==> config.mk <==
export PLATFORM = sky130hd
export DESIGN_NAME = fp_normalize_pipe_flat
export DESIGN_NICKNAME = d
export VERILOG_FILES = /design/src/rtl/fp_normalize_pipe_if.sv /design/src/rtl/fp_normalize_pipe.sv /design/src/flat_wrapper.sv
export SDC_FILE = /design/constraint.sdc
export NUM_CORES = 1
export LEC_CHECK = 0
export CORE_ASPECT_RATIO = 1.25
export CORE_MARGIN = 1.5
export CORE_UTILIZATION = 53
export DETAILED_ROUTE_END_ITERATION = 7
export GPL_TIMING_DRIVEN = 0
export PLACE_DENSITY_LB_ADDON = 0.08
export SETUP_SLACK_MARGIN = 0.15
export SLEW_MARGIN = 0
export SYNTH_ARGS = -nofsm -noshare
export SYNTH_HDL_FRONTEND = slang
export SYNTH_SLANG_ARGS = --single-unit
==> constraint.sdc <==
create_clock -name clk -period 2.8 [get_ports clk]
set_input_delay 0.56 -clock clk [delete_from_list [all_inputs] [get_ports clk]]
set_output_delay 0.56 -clock clk [all_outputs]
set_load 0.1 [all_outputs]
==> src/rtl/fp_normalize_pipe_if.sv <==
// Handshake and data bundle for the FP normalisation stage.
// Lane i of every bus occupies slice [i*width +: width].
interface fp_normalize_pipe_if #(
  parameter int EXPONENT = 5,
  parameter int MANTISSA = 10,
  parameter int LANES    = 1,
  parameter int TAG_W    = 4
);
  localparam int SW = MANTISSA + EXPONENT + 2;

  logic                            in_valid;
  logic                            in_ready;
  logic [LANES*SW-1:0]             in_sum;
  logic [LANES*EXPONENT-1:0]       in_cexp;
  logic [TAG_W-1:0]                in_tag;
  logic                            out_valid;
  logic                            out_ready;
  logic [LANES*MANTISSA-1:0]       out_normm;
  logic [LANES*(EXPONENT+1)-1:0]   out_norme;
  logic [LANES-1:0]                out_zero, out_nege, out_ovf, out_fg, out_r, out_s;
  logic [TAG_W-1:0]                out_tag;

  modport master (
    output in_valid, in_sum, in_cexp, in_tag, out_ready,
    input  in_ready, out_valid, out_normm, out_norme, out_zero, out_nege,
           out_ovf, out_fg, out_r, out_s, out_tag
  );

  modport slave (
    input  in_valid, in_sum, in_cexp, in_tag, out_ready,
    output in_ready, out_valid, out_normm, out_norme, out_zero, out_nege,
           out_ovf, out_fg, out_r, out_s, out_tag
  );
endinterface

==> src/rtl/fp_normalize_pipe.sv <==
// Two-stage multi-lane normaliser: S1 registers the sum and its leading-zero
// count, S2 shifts, adjusts the exponent and extracts FG/R/S for rounding.
module fp_normalize_lane #(
  parameter int EXPONENT = 5,
  parameter int MANTISSA = 10,
  parameter int SW       = MANTISSA + EXPONENT + 2
) (
  input  logic                clk,
  input  logic                resetn,
  input  logic                ld1,
  input  logic                ld2,
  input  logic [SW-1:0]       sum_i,
  input  logic [EXPONENT-1:0] cexp_i,
  output logic [MANTISSA-1:0] normm_o,
  output logic [EXPONENT:0]   norme_o,
  output logic                zero_o,
  output logic                nege_o,
  output logic                ovf_o,
  output logic                fg_o,
  output logic                r_o,
  output logic                s_o
);
  localparam int EW  = EXPONENT + 1;
  localparam int LZW = $clog2(SW);

  logic [SW-1:0]       sum_q, sum_d;
  logic [EXPONENT-1:0] cexp_q, cexp_d;
  logic [LZW-1:0]      lzc_q, lzc_d;
  logic [MANTISSA-1:0] normm_q, normm_d;
  logic [EW-1:0]       norme_q, norme_d;
  logic                zero_q, zero_d, nege_q, nege_d, ovf_q, ovf_d;
  logic                fg_q, fg_d, r_q, r_d, s_q, s_d;
  logic                carry, zero;
  logic [SW-3:0]       sh;
  logic [EW-1:0]       ce;

  always_comb begin
    sum_d  = ld1 ? sum_i  : sum_q;
    cexp_d = ld1 ? cexp_i : cexp_q;
    lzc_d  = lzc_q;
    if (ld1) begin
      // highest set bit below the carry wins; all-zero gives SW-1
      lzc_d = LZW'(SW-1);
      for (int i = 0; i < SW-1; i++)
        if (sum_i[i]) lzc_d = LZW'(SW-2-i);
    end
  end

  always_comb begin
    carry = sum_q[SW-1];
    zero  = ~|sum_q;
    ce    = EW'(cexp_q);
    // only bits below the hidden-bit slot are ever observed after the shift
    sh    = carry ? sum_q[SW-2:1] : (sum_q[SW-3:0] << lzc_q);
    normm_d = normm_q; norme_d = norme_q; zero_d = zero_q; nege_d = nege_q;
    ovf_d   = ovf_q;   fg_d    = fg_q;    r_d    = r_q;    s_d    = s_q;
    if (ld2) begin
      normm_d = '0; norme_d = '0; zero_d = zero; nege_d = 1'b0;
      ovf_d   = 1'b0; fg_d = 1'b0; r_d = 1'b0; s_d = 1'b0;
      if (!zero) begin
        normm_d = sh[SW-3 -: MANTISSA];
        fg_d    = sh[EXPONENT-1];
        r_d     = sh[EXPONENT-2];
        s_d     = (|sh[EXPONENT-3:0]) | (carry & sum_q[0]);
        norme_d = carry ? ce + EW'(1) : ce - EW'(lzc_q);
        nege_d  = ~carry & (32'(lzc_q) > 32'(cexp_q));
        ovf_d   = carry & ((ce + EW'(1)) >= EW'((1 << EXPONENT) - 1));
      end
    end
  end

  always_ff @(posedge clk or negedge resetn) begin
    if (!resetn) begin
      sum_q <= '0; cexp_q <= '0; lzc_q <= '0;
      normm_q <= '0; norme_q <= '0; zero_q <= 1'b0; nege_q <= 1'b0;
      ovf_q <= 1'b0; fg_q <= 1'b0; r_q <= 1'b0; s_q <= 1'b0;
    end else begin
      sum_q <= sum_d; cexp_q <= cexp_d; lzc_q <= lzc_d;
      normm_q <= normm_d; norme_q <= norme_d; zero_q <= zero_d; nege_q <= nege_d;
      ovf_q <= ovf_d; fg_q <= fg_d; r_q <= r_d; s_q <= s_d;
    end
  end

  assign normm_o = normm_q;
  assign norme_o = norme_q;
  assign zero_o  = zero_q;
  assign nege_o  = nege_q;
  assign ovf_o   = ovf_q;
  assign fg_o    = fg_q;
  assign r_o     = r_q;
  assign s_o     = s_q;
endmodule

module fp_normalize_pipe #(
  parameter int EXPONENT = 5,
  parameter int MANTISSA = 10,
  parameter int LANES    = 1,
  parameter int TAG_W    = 4
) (
  input  logic               clk,
  input  logic               resetn,
  input  logic               flush,
  fp_normalize_pipe_if.slave bus
);
  localparam int SW = MANTISSA + EXPONENT + 2;

  logic             v1_q, v1_d, v2_q, v2_d;
  logic [TAG_W-1:0] tag1_q, tag1_d, tag2_q, tag2_d;
  logic             adv1, adv2, ld1, ld2;

  logic [LANES-1:0][MANTISSA-1:0] normm;
  logic [LANES-1:0][EXPONENT:0]   norme;
  logic [LANES-1:0]               zero, nege, ovf, fg, r, s;

  always_comb begin
    adv2   = ~v2_q | bus.out_ready;
    adv1   = ~v1_q | adv2;
    ld1    = adv1 & bus.in_valid & ~flush;
    ld2    = adv2 & v1_q & ~flush;
    v1_d   = flush ? 1'b0 : (adv1 ? bus.in_valid : v1_q);
    v2_d   = flush ? 1'b0 : (adv2 ? v1_q : v2_q);
    tag1_d = ld1 ? bus.in_tag : tag1_q;
    tag2_d = ld2 ? tag1_q : tag2_q;
  end

  always_ff @(posedge clk or negedge resetn) begin
    if (!resetn) begin
      v1_q <= 1'b0; v2_q <= 1'b0; tag1_q <= '0; tag2_q <= '0;
    end else begin
      v1_q <= v1_d; v2_q <= v2_d; tag1_q <= tag1_d; tag2_q <= tag2_d;
    end
  end

  for (genvar g = 0; g < LANES; g++) begin : g_lane
    fp_normalize_lane #(.EXPONENT(EXPONENT), .MANTISSA(MANTISSA), .SW(SW)) u_lane (
      .clk     (clk),
      .resetn  (resetn),
      .ld1     (ld1),
      .ld2     (ld2),
      .sum_i   (bus.in_sum[g*SW +: SW]),
      .cexp_i  (bus.in_cexp[g*EXPONENT +: EXPONENT]),
      .normm_o (normm[g]),
      .norme_o (norme[g]),
      .zero_o  (zero[g]),
      .nege_o  (nege[g]),
      .ovf_o   (ovf[g]),
      .fg_o    (fg[g]),
      .r_o     (r[g]),
      .s_o     (s[g])
    );
  end

  assign bus.in_ready  = adv1;
  assign bus.out_valid = v2_q;
  assign bus.out_tag   = tag2_q;
  assign bus.out_normm = normm;
  assign bus.out_norme = norme;
  assign bus.out_zero  = zero;
  assign bus.out_nege  = nege;
  assign bus.out_ovf   = ovf;
  assign bus.out_fg    = fg;
  assign bus.out_r     = r;
  assign bus.out_s     = s;
endmodule

==> src/flat_wrapper.sv <==
// flat-port wrapper written by rule: the top's interface ports become plain ports
module fp_normalize_pipe_flat 
#(
  parameter int EXPONENT = 5,
  parameter int MANTISSA = 10,
  parameter int LANES    = 1,
  parameter int TAG_W    = 4
)
  (clk, resetn, flush, bus_in_valid, bus_in_sum, bus_in_cexp, bus_in_tag, bus_out_ready, bus_in_ready, bus_out_valid, bus_out_normm, bus_out_norme, bus_out_zero, bus_out_nege, bus_out_ovf, bus_out_fg, bus_out_r, bus_out_s, bus_out_tag);
  fp_normalize_pipe_if #(.EXPONENT(EXPONENT), .MANTISSA(MANTISSA), .LANES(LANES), .TAG_W(TAG_W)) bus_i ();
  input  logic clk;
  input  logic resetn;
  input  logic flush;
  input wire logic [$bits(bus_i.in_valid)-1:0] bus_in_valid;
  input wire logic [$bits(bus_i.in_sum)-1:0] bus_in_sum;
  input wire logic [$bits(bus_i.in_cexp)-1:0] bus_in_cexp;
  input wire logic [$bits(bus_i.in_tag)-1:0] bus_in_tag;
  input wire logic [$bits(bus_i.out_ready)-1:0] bus_out_ready;
  output wire logic [$bits(bus_i.in_ready)-1:0] bus_in_ready;
  output wire logic [$bits(bus_i.out_valid)-1:0] bus_out_valid;
  output wire logic [$bits(bus_i.out_normm)-1:0] bus_out_normm;
  output wire logic [$bits(bus_i.out_norme)-1:0] bus_out_norme;
  output wire logic [$bits(bus_i.out_zero)-1:0] bus_out_zero;
  output wire logic [$bits(bus_i.out_nege)-1:0] bus_out_nege;
  output wire logic [$bits(bus_i.out_ovf)-1:0] bus_out_ovf;
  output wire logic [$bits(bus_i.out_fg)-1:0] bus_out_fg;
  output wire logic [$bits(bus_i.out_r)-1:0] bus_out_r;
  output wire logic [$bits(bus_i.out_s)-1:0] bus_out_s;
  output wire logic [$bits(bus_i.out_tag)-1:0] bus_out_tag;
  assign bus_i.in_valid = bus_in_valid;
  assign bus_i.in_sum = bus_in_sum;
  assign bus_i.in_cexp = bus_in_cexp;
  assign bus_i.in_tag = bus_in_tag;
  assign bus_i.out_ready = bus_out_ready;
  assign bus_in_ready = bus_i.in_ready;
  assign bus_out_valid = bus_i.out_valid;
  assign bus_out_normm = bus_i.out_normm;
  assign bus_out_norme = bus_i.out_norme;
  assign bus_out_zero = bus_i.out_zero;
  assign bus_out_nege = bus_i.out_nege;
  assign bus_out_ovf = bus_i.out_ovf;
  assign bus_out_fg = bus_i.out_fg;
  assign bus_out_r = bus_i.out_r;
  assign bus_out_s = bus_i.out_s;
  assign bus_out_tag = bus_i.out_tag;
  fp_normalize_pipe #(.EXPONENT(EXPONENT), .MANTISSA(MANTISSA), .LANES(LANES), .TAG_W(TAG_W)) u_core (.clk(clk), .resetn(resetn), .flush(flush), .bus(bus_i));
endmodule
==> results of run 1 <==
Yosys cell counts (all sizes together), types with 3 or more instances:
cell type	n	share of area (%)
dfrtp	59	43
nor2b	3	0.62
a21o	3	0.66
nand2	111	12
nand3	5	0.73
mux2i	7	2.0
buf	6	1.1
nand2b	3	0.55
ha	7	2.6
inv	13	1.4
a211oi	3	0.66
nor2	20	2.2
xor2	3	0.77
clkbuf	12	1.6
mux4	12	8.2
o21ai	16	2.3
nor3	11	1.7
a32oi	7	1.8
o31ai	3	0.66
a21oi	11	1.6
a22o	16	4.2
nor4	6	1.5
repair_timing:
item,CTS,global route
resized for setup,3,0
endpoints found under the setup margin,1,0
buffers inserted,0,0
endpoints found under the hold margin,0,0
metrics by stage:
stage               instance area, um2  hold WS, ns  total power [mW]  utilization (%)
finish                            4330        0.194              3.44             69.8
global route                      4330        0.244              3.60             69.8
detailed placement                4130        0.456              2.69             66.6
floorplan                         3430        0.264              2.27                -
CTS                               4330        0.206              3.45             69.8
global placement                  4120        0.450              2.66             66.4
routing by layer:
metal	vias to the layer above	part of all wire, %	track usage [%]
met1	1439	44	37.4
met3	13	4.8	3.66
met4	0	1.5	9.85
li1	1454	-	-
met2	108	50	44.7
met5	-	0	0
worst min path at each step:
stage,from,slack [ns],to,cells after the start
6_report,resetn,0.19,u_core.g_lane[0].u_lane.norme_o[1],1
5_1_grt,resetn,0.24,u_core.g_lane[0].u_lane.norme_o[1],1
4_1_cts,resetn,0.21,u_core.g_lane[0].u_lane.norme_o[1],1
3_5_place_dp,u_core.tag1_q[2],0.46,u_core.bus.out_tag[2],2
3_3_place_gp,u_core.tag1_q[3],0.45,u_core.bus.out_tag[3],2
2_1_floorplan,resetn,0.26,u_core.bus.out_tag[0],0
power breakdown:
| part | total (mW) | switching, mW | internal [mW] |
|---|---|---|---|
| registers | 1.14 | 0.137 | 1.00 |
| logic | 1.54 | 1.07 | 0.469 |
| clock network | 0.764 | 0.334 | 0.430 |
| total | 3.44 | 1.54 | 1.90 |
cell type report:
cell class	instances	area, um2
buffer	19	103
clock buffer	11	141
clock inverter	5	52.6
fill	506	1880
inverter	13	48.8
multi-input combinational	276	1800
sequential	59	1480
tap	85	106
timing repair buffer	59	597
sequential cells by signal, summed over array words and instances (netlist names):
signal / flops
u_core.g_lane.u_lane.sum_q: 17
u_core.g_lane.u_lane.normm_o: 10
u_core.g_lane.u_lane.norme_o: 6
u_core.g_lane.u_lane.cexp_q: 5
u_core.g_lane.u_lane.lzc_q: 5
u_core.bus.out_tag: 4
u_core.tag1_q: 4
u_core.bus.out_valid: 1
u_core.g_lane.u_lane.fg_o: 1
u_core.g_lane.u_lane.nege_o: 1
u_core.g_lane.u_lane.ovf_o: 1
u_core.g_lane.u_lane.r_o: 1
u_core.g_lane.u_lane.s_o: 1
u_core.g_lane.u_lane.zero_o: 1
u_core.v1_q: 1
critical path, stage by stage:
cell and delay, ns:
clkdlybuf4s50_1 0.49, and3b_1 0.21, inv_1 0.09, clkdlybuf4s15_2 0.56
cells by family (layout without fill, tap and decap cells):
logic type / count (synthesis) / in the layout
AO/OA/AOI/OAI: 73 / 73
multiplexers: 19 / 19
AND/OR/NAND/NOR: 171 / 171
buffers and inverters: 32 / 107
XOR/XNOR: 5 / 5
adder cells (fa/ha/maj): 8 / 8
flip-flops: 59 / 59
==> results.cfg, run 1 <==
[run_status]
outcome = completed

[logic_synthesis]
asyncSetResetFlopFracSynth_pct = 100
synthesized_instance_count = 367
synth-simple-area-share_pct = 22.2
ys_dominant_reg_cell = dfrtp_1
synth_adder_area_share_pct = 3.14
post_synth_instance_area_mm2 = 0.00343
postSynthAreaPerCell_um2 = 9.35
synth_compound_gate_area_share_pct = 15.7
ys.warnings.count = 0
synth_seq_area_share_pct = 43.0
synth_edf_count = 0
muxShareOfSynthArea_pct = 10.2
synthDistinctLibCells = 53
fraction_of_synthesized_cell_area_in_xor_and_xnor_cells_pct = 1.28
postSynthNetCount = 406
yosys_register_bits = 59
dominant_combinational_cell_family_by_area_after_synthesis = simple AND/OR/NAND/NOR gates

[critical_path]
crit_end = bus_in_ready
timing.critical_path.from = bus_out_ready
worst-endpoint-arrival_ns = 1.90
crit_type = primary input to output pin
worst-endpoint-required_ns = 2.24
cp_max_fo = 3
startpoint_kind_of_the_worst_setup_timing_path = primary input
worst_r2r_endpoint = u_core.g_lane[0].u_lane.norme_o[4]
reg2reg_from = u_core.g_lane[0].u_lane.cexp_q[0]
setup.reg_to_reg.worst_slack_ns = 0.55
worstRegToRegCells = 9
cp-end-kind = output pin

[layout]
final_common_cell = nand2_1
final_cells = 527
layout.cells.most_common_list = nand2_1, dfrtp_1, clkdlybuf4s50_1, nor2_1, o21ai_0
syn_to_final_growth_pct = 26.1
finish.net_count = 476
antenna-diode-count = 0
drive_gt1_share_pct = 10.4

[clock_tree]
clkSlewWorstSetupHoldPaths_ns = 0.07
tritoncts.num_buffers = 9
clock_tree.buffer_depth = 2
insertion_delay_ns = 0.34
h-tree-depth = 3
ctsRootBufferMaster = clkbuf_8
tritoncts = yes
clock_sink_count = 59
cts-hold-fix-buffers = 0

[timing]
worst_slew_pin_slew_ns = 1.02
fmax_ghz = 0.406
finalClockSkew_ns = 0.00567
timing.max_slew.rel_slack_pct = 31.9
crit_path_setup_slack_layout_ns = 0.339
setup_viol = 0
report.final.hold_viol_count = 0
layout_worst_path_cycle_share_pct = 87.9
finalCriticalPeriod_ns = 2.46
fin_tns_setup_ns = 0
timing.final.max_slew_violations = 0
rsz0062_at_grt = false

[global_routing]
via_count_of_the_first_global_routing_pass = 2871
grt-ovfl-total = 0
maximum_number_of_pins_on_one_net_before_global_route_repair = 38
grt_pass1_wl_um = 14400
initial_antenna_violation_count = 0
groute.usage.overall_pct = 27.5

[floorplanning]
placeableCoreArea_mm2 = 0.00621
die_height_um = 93.0
io_pins = 59
std_cell_rows = 32
chipWidth_um = 75.0
die_area_mm2 = 0.00697
initial_cell_density_of_the_core_pct = 55.3

[place]
dp_hpwl_um = 6570
detailedPlace.worstSlack_ns = -0.224
dp.cells = 511
globalplace.congestion = 0.915
place.port_buffers = 58

[detailed_routing]
drt-vias-per-instance = 5.72
detailedRoute.firstPassIterationCount = 5
vias = 3014
drt-wirelength-per-cell_um = 16.2
post_route_drc = 0
postRouteAntennaNets = 0
drt-total-wl_um = 8550
initialDrtViolationCount = 181

[run]
max-cap-violations = 0

[power_and_ir_drop]
irDropWorstVdd_mv = 0.473
power.static_leakage_nw = 1.94
power-per-cell-area_mw_per_mm2 = 796

[hold_path]
worstHoldPathType = primary input to async pin
No activity file was read; power rests on OpenSTA's default activity.
==> inputs of run 2 (changes only) <==
--- a/config.mk
+++ b/config.mk
@@ -5,9 +5,11 @@
 export SDC_FILE = /design/constraint.sdc
 export NUM_CORES = 1
 export LEC_CHECK = 0
+export CELL_PAD_IN_SITES_DETAIL_PLACEMENT = 1
+export CELL_PAD_IN_SITES_GLOBAL_PLACEMENT = 1
 export CORE_ASPECT_RATIO = 1.25
 export CORE_MARGIN = 1.5
-export CORE_UTILIZATION = 53
+export CORE_UTILIZATION = 41
 export DETAILED_ROUTE_END_ITERATION = 7
 export GPL_TIMING_DRIVEN = 0
 export PLACE_DENSITY_LB_ADDON = 0.08
==> run 2 against run 1 <==
Against the previous run: the run now ends with design-rule violations left; maximum frequency barely moved; die area increased by 28%; setup slack gained 0.0017 ns; combinational power hardly changed; global-route usage is 4.0 points lower; power is 0.33% higher.
==> results.cfg, run 2 (synthesis results as in run 1) <==
[clock_tree]
tritoncts.num_buffers = 9
ctsRootBufferMaster = clkbuf_8
h-tree-depth = 3
cts-hold-fix-buffers = 0
clock_sink_count = 59
postCtsSetupRepairBufs = 0
cts.repair.resized = 3
clock_tree.buffer_depth = 2
insertion_delay_ns = 0.35
tritoncts = yes
clkSlewWorstSetupHoldPaths_ns = 0.07

[run]
max-cap-violations = 0

[global_routing]
grt_pass1_wl_um = 16200
groute.usage.overall_pct = 23.6
via_count_of_the_first_global_routing_pass = 3133
initial_antenna_violation_count = 0
grt-ovfl-total = 0
maximum_number_of_pins_on_one_net_before_global_route_repair = 38

[layout]
final_common_cell = nand2_1
layout.cells.most_common_list = nand2_1, dfrtp_1, clkdlybuf4s50_1, nor2_1, o21ai_0
layout.cell_area.non_filler_mm2 = 0.00434
fillers = 947
drive_gt1_share_pct = 10.6
antenna-diode-count = 0
largest_register_ff_count = 17
finish.net_count = 476
final_core_util_pct = 53.0
top_register = u_core.g_lane.u_lane.sum_q
syn_to_final_growth_pct = 26.5

[place]
detailedPlace.worstSlack_ns = -0.227
place.port_buffers = 58
globalplace.congestion = 0.912
instance_area_at_placement_mm2 = 0.00415
dp_hpwl_um = 7380

[timing]
layout_worst_path_cycle_share_pct = 87.8
rsz0062_at_grt = false
setup_viol = 0
worst_slew_pin_slew_ns = 1.07
timing.final.max_slew_violations = 0
timing.max_slew.rel_slack_pct = 28.6
hold_ws_ns = 0.196
fmax_ghz = 0.407
crit_path_setup_slack_layout_ns = 0.341
report.final.hold_viol_count = 0
finalClockSkew_ns = 0.0106
finalCriticalPeriod_ns = 2.46
fin_tns_setup_ns = 0

[floorplanning]
chipWidth_um = 84.8
die_area_mm2 = 0.00893
std_cell_rows = 37
io_pins = 59
initial_cell_density_of_the_core_pct = 41.9
die_height_um = 105
placeableCoreArea_mm2 = 0.00819

[critical_path]
timing.critical_path.from = bus_out_ready
cp_max_fo = 3
reg2reg_from = u_core.g_lane[0].u_lane.lzc_q[1]
startpoint_kind_of_the_worst_setup_timing_path = primary input
cp-end-kind = output pin
crit_type = primary input to output pin
worst-endpoint-arrival_ns = 1.90
worst-endpoint-required_ns = 2.24

[run_status]
outcome = finished with violations
violated_checks = design-rule violations

[detailed_routing]
post_route_drc = 12
drt-wirelength-per-cell_um = 17.6
initialDrtViolationCount = 140
detailedRoute.firstPassIterationCount = 6
drt-vias-per-instance = 5.68
drt-total-wl_um = 9490
postRouteAntennaNets = 0
vias = 3062

[power_and_ir_drop]
power-per-cell-area_mw_per_mm2 = 796
irDropWorstVdd_mv = 0.298
power.static_leakage_nw = 1.94

[hold_path]
worstHoldPathType = primary input to async pin
-- run 2: changes by cell type in the layout (fill, tap and decap cells not counted), sizes merged --
cell and delta:
clkinv +1, clkbuf -2, clkinvlp +1
-- run 2: critical path, cell delays in order --
cell             delay, ns
clkdlybuf4s50_1       0.49
and3b_1               0.22
inv_1                 0.08
clkdlybuf4s15_2       0.55
-- run 2: power by group --
| group | leakage, nW | switching [mW] | total [mW] | internal, mW |
|---|---|---|---|---|
| registers | 0.745 | 0.138 | 1.14 | 0.999 |
| clock network | 0.0950 | 0.360 | 0.767 | 0.406 |
| logic | 1.10 | 1.08 | 1.55 | 0.469 |
| total | 1.94 | 1.58 | 3.46 | 1.87 |
-- run 2: metrics by stage --
step	total power, mW	instances
after floorplan	2.27	367
after global placement	2.68	522
after detailed placement	2.71	523
after CTS	3.48	539
after global routing	3.62	539
final	3.46	539
-- run 2: worst paths after layout --
kind / to / slack (ns) / depth (start not counted)
worst max-delay path: bus_in_ready / 0.34 / 4
worst min-delay path: u_core.g_lane[0].u_lane.norme_o[2] / 0.20 / 1
worst max register to register: u_core.g_lane[0].u_lane.norme_o[4] / 0.61 / 8
worst min register to register: u_core.bus.out_tag[3] / 0.47 / 2
max in group asynchronous: u_core.g_lane[0].u_lane.sum_q[13] / 2.01 / 2
min in group clk: u_core.bus.out_tag[3] / 0.47 / 2
-- run 2: layer usage --
layer	vias to the layer above	wire (um)	track usage, %
met4	0	226	8.43
met5	-	0	0
met3	17	387	5.01
met2	78	4690	38.9
met1	1514	4190	30.5
li1	1453	-	-
-- run 2: area by class of cell --
class / instances / area, um2 / area share, %
buffer: 19 / 103 / 2.36
clock buffer: 9 / 124 / 2.85
clock inverter: 7 / 68.8 / 1.58
sequential: 59 / 1480 / 34.0
multi-input combinational: 276 / 1800 / 41.5
tap: 97 / 121 / 2.79
inverter: 13 / 48.8 / 1.12
timing repair buffer: 59 / 597 / 13.7
